## src/rtl/gcd_request_arbiter.sv

```systemverilog
// Round-robin arbiter sharing one GCD engine among N requesters.
// Latches the winner's operands, starts the engine, returns the result.
module gcd_request_arbiter #(
  parameter int N       = 2,
  parameter int W       = 16,
  parameter int TIMEOUT = 64
) (
  input  logic           clk,
  input  logic           rst_n,
  input  logic [N-1:0]   req,
  input  logic [N*W-1:0] a_in,
  input  logic [N*W-1:0] b_in,
  output logic [N-1:0]   ack,
  output logic [N-1:0]   resp_valid,
  output logic [W-1:0]   resp_gcd,
  output logic           resp_err,
  output logic           busy,
  output logic           gcd_start,
  output logic [W-1:0]   gcd_a,
  output logic [W-1:0]   gcd_b,
  input  logic           gcd_done,
  input  logic [W-1:0]   gcd_result
);

  localparam int IW = (N > 1) ? $clog2(N) : 1;
  localparam int TW = $clog2(TIMEOUT);

  typedef enum logic [2:0] {
    IDLE,
    ISSUE,
    ZERO,
    WAIT,
    RESP
  } state_t;

  state_t        state;
  state_t        state_nx;
  logic [IW-1:0] owner;
  logic [IW-1:0] last;
  logic [IW-1:0] pick;
  logic          found;
  logic [N-1:0]  rot;
  logic [W-1:0]  a_sel;
  logic [W-1:0]  b_sel;
  logic [W-1:0]  a_q;
  logic [W-1:0]  b_q;
  logic [W-1:0]  result;
  logic          err;
  logic [TW-1:0] timer;
  logic          expire;
  logic [N-1:0]  own_oh;

  // rot[0] is the requester right after last, so the scan is fair
  always_comb begin
    rot   = N'({req, req} >> (int'(last) + 1));
    found = 1'b0;
    pick  = last;
    for (int k = 0; k < N; k++) begin
      if (!found && rot[k]) begin
        found = 1'b1;
        pick  = IW'((int'(last) + 1 + k) % N);
      end
    end
  end

  assign a_sel  = a_in[int'(pick)*W +: W];
  assign b_sel  = b_in[int'(pick)*W +: W];
  assign expire = (timer == TW'(TIMEOUT - 1));

  always_comb begin
    state_nx = state;
    unique case (state)
      IDLE: begin
        if (found) begin
          if (a_sel == '0 || b_sel == '0) state_nx = ZERO;
          else                            state_nx = ISSUE;
        end
      end
      ISSUE: state_nx = WAIT;
      ZERO:  state_nx = RESP;
      WAIT: begin
        if (gcd_done || expire) state_nx = RESP;
      end
      RESP:    state_nx = IDLE;
      default: state_nx = IDLE;
    endcase
  end

  always_ff @(posedge clk or negedge rst_n) begin
    if (!rst_n) begin
      state  <= IDLE;
      owner  <= '0;
      last   <= IW'(N - 1);
      a_q    <= '0;
      b_q    <= '0;
      result <= '0;
      err    <= 1'b0;
      timer  <= '0;
    end else begin
      state <= state_nx;
      unique case (state)
        IDLE: begin
          if (found) begin
            owner <= pick;
            last  <= pick;
            a_q   <= a_sel;
            b_q   <= b_sel;
          end
        end
        ISSUE: timer <= '0;
        ZERO: begin
          result <= a_q | b_q;
          err    <= 1'b0;
        end
        WAIT: begin
          timer <= timer + 1'b1;
          if (gcd_done) begin
            result <= gcd_result;
            err    <= 1'b0;
          end else if (expire) begin
            result <= '0;
            err    <= 1'b1;
          end
        end
        RESP:    err <= 1'b0;
        default: ;
      endcase
    end
  end

  always_comb begin
    own_oh        = '0;
    own_oh[owner] = 1'b1;
  end

  always_comb begin
    ack        = '0;
    resp_valid = '0;
    resp_gcd   = '0;
    resp_err   = 1'b0;
    gcd_start  = 1'b0;
    unique case (1'b1)
      (state == ISSUE): begin
        ack       = own_oh;
        gcd_start = 1'b1;
      end
      (state == ZERO): ack = own_oh;
      (state == RESP): begin
        resp_valid = own_oh;
        resp_gcd   = result;
        resp_err   = err;
      end
      default: ;
    endcase
  end

  assign busy  = (state != IDLE);
  assign gcd_a = a_q;
  assign gcd_b = b_q;

endmodule

```

## config.mk

```make
export PLATFORM = sky130hd
export DESIGN_NAME = gcd_request_arbiter
export DESIGN_NICKNAME = d
export VERILOG_FILES = /design/src/rtl/gcd_request_arbiter.sv
export SDC_FILE = /design/constraint.sdc
export NUM_CORES = 1
export LEC_CHECK = 0
export CORE_UTILIZATION = 45
export DETAILED_ROUTE_END_ITERATION = 10
export GPL_ROUTABILITY_DRIVEN = 0
export MAX_ROUTING_LAYER = met4
export PLACE_DENSITY = 0.89
export SLEW_MARGIN = 20
export SYNTH_ARGS = -nofsm -noshare
export SYNTH_HDL_FRONTEND = slang
export SYNTH_SLANG_ARGS = --single-unit
export TNS_END_PERCENT = 100
```

## constraint.sdc

```tcl
create_clock -name clk -period 5.3 [get_ports clk]
set_input_delay 1.325 -clock clk [delete_from_list [all_inputs] [get_ports clk]]
set_output_delay 1.325 -clock clk [all_outputs]
set_load 0.01 [all_outputs]
```

* Yosys cells after proc, flatten, opt, wreduce, memory -nomap -nowiden *
Cells that the tools add are included.

storage, ports and cells
  register bits = 60
  word-level logic and storage cells = 65

cells by class
  shift-type cells = 3
  bitwise operators = 1
  add/subtract/negate cells = 3
  reductions and logical operators = 18
  multiplexer cells = 22
  equality and inequality tests = 8
  $lt $le $gt $ge = 2

operator list
  kind                                                 number
  variable part select 32 x 6 -> 16 bit                2
  two-way mux 16 bit                                   3
  logical NOT 16 bit                                   2
  one-hot mux 16 bit (2 select lines)                  1
  OR 16 bit                                            1
  one-hot mux 3 bit (4 select lines)                   1
  one-hot mux 6 bit (2 select lines)                   1
  two-way mux 1 bit                                    9
  AND reduction 2 bit                                  4
  adder 6 x 1 -> 6 bit, second input constant          1
  equality test 3 x 2 -> 1 bit, second input constant  2
  equality test 6 bit, second input constant           1
  two-way mux 2 bit                                    3
  two-way mux 3 bit                                    2
  nonzero test 2 bit                                   3
  != test 2 bit, second input constant                 2
  OR reduction 2 bit                                   2
  >> shifter 4 x 2 -> 2 bit                            1
  equality test 3 x 1 -> 1 bit, second input constant  1
  equality test 3 bit, second input constant           1
  logical NOT 3 bit                                    1
  != test 3 bit, second input constant                 1
  nonzero test 3 bit                                   1
  adder 1 x 1 -> 2 bit, second input constant          1
  other kinds (8)                                      10

* Depth between registers and ports, before layout *
Gate-level depths: netlist (run 1).

  depth after elaboration = 12
  gate-level depth with buffers = 7
  gate-level depth less buffers = 4

* Worst setup path after synthesis (run 1) *
Ideal clock, no wire load.

  path kind = register to output
  from = reg state[1]
  to = out resp_gcd[10]
  slack = 2.539 ns
  stages on the path, launching flop included = 5
  data arrival time = 1.436 ns
  path through = dfrtp_1 > buf_2 > nor3b_1 > clkbuf_1 > and2_1

on the way
  word-level cells in the longest chain between the ends = 2

RTL lines
  item                      RTL line  source
  start: declaration        36        state_t state;
  start signal: assignment  100       state <= state_nx;
  equality test 3 bit       148       (state == RESP): begin
  two-way mux 16 bit        142       unique case (1'b1)
  end: declaration          15        output logic [W-1:0] resp_gcd,

No other way between the ends.

* Worst setup path in the final report (run 1) *
  from = reg state[1]
  to = out resp_gcd[13]

The elaborated chain is that of the path after synthesis.

==> flow_summary.yaml, run 1 <==
status:
  status: "completed"
timing:
  tightest_slew_ps: 997
  rsz0062_at_grt: "false"
  period_minus_slack_ps: 3730
  whs_ps: 487
  drv_slew: 0
  relSlewSlack_pct: 33.5
  fmax_ghz: 0.268
  hold_viol_final: 0
  setup_viol: 0
  finalCritPeriodShare_pct: 70.4
  clock_skew_ps: 7.23
  setup-tns-final_ps: 0
pwr:
  p_int_mw: 1.61
  share_comb_of_total_power_pct: 49.8
  pwr-share-seq_pct: 34.0
  pwr_density_cell_nw_per_um2: 531
  power.switching_mw: 0.983
  power_frac_clock_pct: 16.2
  power.leakage_nw: 2.08
  vdd_drop_max_mv: 0.249
  swShare_pct: 37.9
layout:
  finish.instance_area_um2: 4890
  n_antenna_cell: 0
  drive_gt1_share_pct: 8.63
  layout.nets: 556
  fin_util_pct: 70.4
  area_growth_pct: 47.7
  fillCellCount: 538
clocking:
  ctsHoldBuffers: 0
  clock-sinks: 60
  cts_setup_buffers: 0
  clock_path_buffers: 2
  ctsHtreeMaxLevel: 3
  path_clk_slew_ps: 70
  cts_made_buffers: 9
  cts_tree: "done"
  post_cts_resized: 0
  clk_latency_ps: 350
  clock-root-buffer: "clkbuf_8"
routing:
  dr.first_iter.drc_count: 139
  route.detailed.drc: 0
  vias: 3083
  wl_per_cell_um: 17.2
  vias_per_cell: 5.40
  firstDrtPassIters: 4
  wl_um: 9840
  postRouteAntennaNets: 0
yosys:
  ys_top_cells_by_count: "59 x dfrtp_1, 41 x nand2_1, 33 x mux2i_1"
  ys_types: 45
  syn_area_um2: 3310
  yosysTopAreaCell: "dfrtp_1"
  ys.flop_type: "dfrtp_1"
  synth-seq-cells: 60
  synth_area_leaders: "dfrtp_1 45%, mux2i_1 10%, nand2_1 4.7%, o21ai_0 4.4%, mux2_4 4.1%"
  synth_seq_area_share_pct: 45.4
  synthDominantCellAreaShare_pct: 44.6
  syn_nets: 427
  netlist_instances: 341
  synth_area_per_cell_um2: 9.71
  synth_most_common_cell: "dfrtp_1"
  synth-async-reset-ratio_pct: 100
  synth-edff-count: 0
  synth_warnings: 0
worst_setup_path:
  slowest_stage: "nor3b_1"
  critPathLaunchType: "register"
  cp-end-kind: "output port"
  crit_type: "reg -> out"
  cp.arrival_ps: 2410
  cp.required_ps: 3970
  cp-startpoint: "state[1]$_DFFE_PN0P_"
  path_cells: "nor3b_1 > buf_4 > and2_1 > clkdlybuf4s50_1"
  slowest_delay_ps: 580
  path_max_fanout: 12
  reg2reg_from: "state[1]$_DFFE_PN0P_"
die:
  die_y_um: 87.8
  core_area_um2: 6940
  row_count: 30
  pin_count: 140
  start_util_pct: 47.7
  dieArea_um2: 7700
  fp.dieW_um: 87.8
placement:
  port_buffers: 139
  dp_hpwl_um: 7530
  placed_cell_area_um2: 4690
grt:
  overflow: 0
  grt_pass1_vias: 3008
  grt_pass1_wl_um: 15100
  antenna_found_initial: 0
  grt_usage_pct: 27.7
  grt_max_degree: 69
min_path:
  hp-class: "reg -> reg"
  hp-start: "err$_DFFE_PN0P_"
run:
  cap_violations: 0
==> kinds of logic (layout without fill, tap and decap cells) <==
family	after synthesis	after routing	share of synthesized area [%]
buffers and inverters	26	160	4.88
adders and majority gates	1	1	0.378
xor gates and xnor gates	2	2	0.529
and+or+nand+nor	135	135	20.8
muxes	49	49	16.4
AOI/OAI and AO/OA	68	68	11.6
DFF	60	60	45.4
==> power groups by stage <==
stage                     Sequential, mW  Combinational [mW]  Clock [mW]
final                              0.882                1.29       0.422
after global routing               0.905                1.41       0.445
after CTS                          0.876                1.30       0.427
after detailed placement           0.879                1.30           0
after global placement             0.871                1.26           0
after floorplan                    0.855               0.795           0
==> critical path, delay by kind of cell (launching register included) <==
| family | cells | cell delay [ps] |
|---|---|---|
| buffers and inverters | 2 | 810 |
| AND/OR/NAND/NOR | 2 | 730 |
| flip-flops | 1 | 510 |
==> path summary, 6_finish.rpt <==
kind	endpoint	slack, ps	cells past startpoint
min reg2reg	err$_DFFE_PN0P_	490	2
max in group asynchronous	gcd_a[13]$_DFFE_PN0P_	3670	2
max reg2reg	gcd_a[11]$_DFFE_PN0P_	3100	3
min in group asynchronous	result[1]$_DFFE_PN0P_	1120	2
min	err$_DFFE_PN0P_	490	2
max	resp_gcd[13]	1570	4
==> per-stage QoR <==
step,cells,worst slack [ps],power (mW)
final,571,1570,2.60
after global routing,571,1490,2.76
after CTS,571,1560,2.60
after detailed placement,555,1590,2.18
after global placement,555,1680,2.13
after floorplan,341,2540,1.65
==> layout by cell type (no fill, tap or decap), types with 2 or more instances in the layout <==
master and n:
buf_4 3, mux2_4 9, clkinv_2 2, nor3_1 17, dfrtp_1 59, nand2b_1 3, nor3b_1 2, o21ai_1 13
or3_1 2, mux2i_1 33, nand4_1 5, and2_1 18, nor2_1 20, nand3_1 3, clkdlybuf4s50_1 138, nor4_1 16
mux2_2 7, inv_1 2, clkbuf_8 11, a21oi_1 16, o21ai_0 29, nand2_1 41
==> sequential cells by signal (all words and copies together), names as in the netlist <==
name,cells
err,1
gcd_b,16
timer,6
result,16
state,3
owner,1
gcd_a,16
last,1
==> cell type report <==
cell class | instances | area [µm²] | share of cell area [%]
multi-input cells | 255 | 1650 | 33.7
flip-flops and latches | 60 | 1500 | 30.7
repair buffers | 142 | 1410 | 28.8
clock buffers | 12 | 155 | 3.17
well taps | 96 | 120 | 2.46
clock inverters | 4 | 47.5 | 0.973
inverters | 2 | 7.51 | 0.154
==> routing by layer <==
metal  track usage [%]  vias to the layer above  part of all wire (%)
met4              12.5                        0                   2.2
li1                  -                     1470                     -
met1              32.7                     1459                    41
met3              5.75                       20                   6.3
met2              45.7                      134                    50
met5                 -                        -                     0
Note: power is estimated with default switching activity, not from simulation.
==> inputs of run 2 (changes only) <==
--- a/config.mk
+++ b/config.mk
@@ -5,11 +5,11 @@
 export SDC_FILE = /design/constraint.sdc
 export NUM_CORES = 1
 export LEC_CHECK = 0
-export CORE_UTILIZATION = 45
+export CORE_UTILIZATION = 39
 export DETAILED_ROUTE_END_ITERATION = 10
 export GPL_ROUTABILITY_DRIVEN = 0
 export MAX_ROUTING_LAYER = met4
-export PLACE_DENSITY = 0.89
+export PLACE_DENSITY = 0.82
 export SLEW_MARGIN = 20
 export SYNTH_ARGS = -nofsm -noshare
 export SYNTH_HDL_FRONTEND = slang
==> constraint.sdc (replaced) <==
create_clock -name clk -period 3 [get_ports clk]
set_input_delay 0.75 -clock clk [delete_from_list [all_inputs] [get_ports clk]]
set_output_delay 0.75 -clock clk [all_outputs]
set_load 0.01 [all_outputs]
==> run 2 against run 1 <==
Critical path depth is the same; register-to-register slack lost 2100 ps; flip-flop and latch count is the same; clock-buffer cell count is the same; worst setup slack lost 1400 ps; clock power grew 130%; wire length grew 5.2%; global-route usage shrank 2.5 points; sequential share of layout area shrank 0.92 points; die area grew 15%; critical endpoint is now resp_gcd[14].
==> flow_summary.yaml, run 2 (synthesis gave the netlist of run 1 again) <==
worst_setup_path:
  crit_family: "buffers and inverters"
  slowest_delay_ps: 560
  reg2reg_from: "timer[0]$_DFFE_PN0P_"
  cp.arrival_ps: 2040
  reg2reg_slack_ps: 1000
  worstReg2RegEnd: "result[13]$_DFFE_PN0P_"
  cp-end-kind: "output port"
  crit_type: "reg -> out"
  slowest_stage: "clkdlybuf4s50_1"
  cp.required_ps: 2250
  crit_buf_inv: 2
  path_cells: "nor3b_2 > buf_4 > and2_1 > clkdlybuf4s50_1"
  worst_r2r_path_depth: 5
  path_max_fanout: 12
  critPathLaunchType: "register"
routing:
  wl_met1_um: 4460
  wl_per_cell_um: 17.6
  postRouteAntennaNets: 0
  vias: 3154
  wl_um: 10300
  dr_wl_met2_um: 5190
  wl_met3_um: 480
  firstDrtPassIters: 4
  vias_per_cell: 5.36
  dr.max_layer_used: "met4"
  route.detailed.drc: 0
  dr.first_iter.drc_count: 164
timing:
  drv_slew: 0
  clock_skew_ps: 6.71
  relSlewSlack_pct: 44.9
  fmax_ghz: 0.358
  finalCritPeriodShare_pct: 93.1
  setup_viol: 0
  setup-tns-final_ps: 0
  tightest_slew_ps: 827
  period_minus_slack_ps: 2790
  worst_slack_ps: 208
  rsz0062_at_grt: "false"
  hold_viol_final: 0
layout:
  final_common_cell: "clkdlybuf4s50_1"
  final_cell_mix: "138 x clkdlybuf4s50_1, 59 x dfrtp_1, 41 x nand2_1"
  finish.instance_area_um2: 5040
  drive_gt1_share_pct: 10.1
  fillCellCount: 676
  layout.nets: 564
  area_growth_pct: 52.3
  n_antenna_cell: 0
  multiInputGateArea_um2: 1650
  ff_latch_area_um2: 1500
  finalNonFillerCells: 588
die:
  die_y_um: 94.1
  pin_count: 140
  core_area_um2: 8220
  dieArea_um2: 8860
  start_util_pct: 40.3
  row_count: 33
  fp.dieW_um: 94.1
min_path:
  hold_path_end: "err$_DFFE_PN0P_"
  hp-start: "err$_DFFE_PN0P_"
  hp-class: "reg -> reg"
  holdPathStages: 2
grt:
  grt_pass1_vias: 3069
  overflow: 0
  grt_usage_pct: 25.3
  antenna_found_initial: 0
  grt_pass1_wl_um: 16000
  grt_max_degree: 65
clocking:
  ctsHtreeMaxLevel: 3
  clock-sinks: 60
  clock_path_buffers: 2
  path_clk_slew_ps: 60
  clock-root-buffer: "clkbuf_8"
  cts_made_buffers: 9
  cts_tree: "done"
  clk_latency_ps: 330
  cts_setup_buffers: 0
placement:
  dp_hpwl_um: 8130
  placed_cell_area_um2: 4770
  place_inst: 572
  port_buffers: 139
  pre_cts_slack_ps: 432
pwr:
  power.leakage_nw: 2.15
  power.total_mw: 4.93
  pwr_density_cell_nw_per_um2: 978
  vdd_drop_max_mv: 0.598
run:
  cap_violations: 0
status:
  status: "completed"
[run 2: changes by cell type in the layout (fill, tap and decap cells not counted), sizes merged]
cell and delta:
buf +8, clkinvlp -1, bufinv +3, clkinv -2
[run 2: how the worst max path moves through the flow]
stage	start	to	slack, ps	cells after the start
floorplan	state[1]$_DFFE_PN0P_	resp_gcd[10]	810	4
global placement	state[1]$_DFFE_PN0P_	resp_gcd[3]	450	4
detailed placement	state[1]$_DFFE_PN0P_	resp_valid[0]	430	4
CTS	state[1]$_DFFE_PN0P_	resp_valid[0]	60	4
global route	state[2]$_DFFE_PN0P_	resp_gcd[5]	90	4
finish	state[2]$_DFFE_PN0P_	resp_gcd[14]	210	4
[run 2: cell type report]
cell class	instances	area share (%)
Sequential cell	60	29.8
Multi-Input combinational cell	255	32.8
Inverter	2	0.149
Tap cell	105	2.61
Clock buffer	12	2.88
Timing Repair Buffer	150	29.4
Clock inverter	4	2.38
[run 2: what timing repair did]
item                       CTS  global route
hold endpoints to repair     0             0
setup endpoints to repair    0             7
hold buffers                 0             0
resized for setup            0             1
[run 2: metrics by stage]
step	hold slack (ps)	util, %
after global routing	518	61.3
after floorplan	440	-
final	488	61.3
after detailed placement	480	58.0
after CTS	494	61.3
after global placement	462	58.0
[run 2: per-layer routing]
metal	GRT usage, %	vias to the layer above
li1	-	1493
met1	30.6	1511
met2	42.2	130
met3	4.69	20
met4	9.10	0
met5	-	-
[run 2: worst reg2reg max path, delay by kind of cell, from the launching register on]
family          cells  cell delay (ps)
compound gates      2              520
flops               1              430
mux                 1              330
fa+ha+maj           1              300
buf+inv             1              290
[run 2: power by group]
part | total [mW] | leakage [nW] | switching [mW] | internal (mW)
clock network | 0.962 | 0.131 | 0.303 | 0.660
logic | 2.39 | 1.29 | 1.11 | 1.28
registers | 1.58 | 0.731 | 0.380 | 1.20
total | 4.93 | 2.15 | 1.79 | 3.13
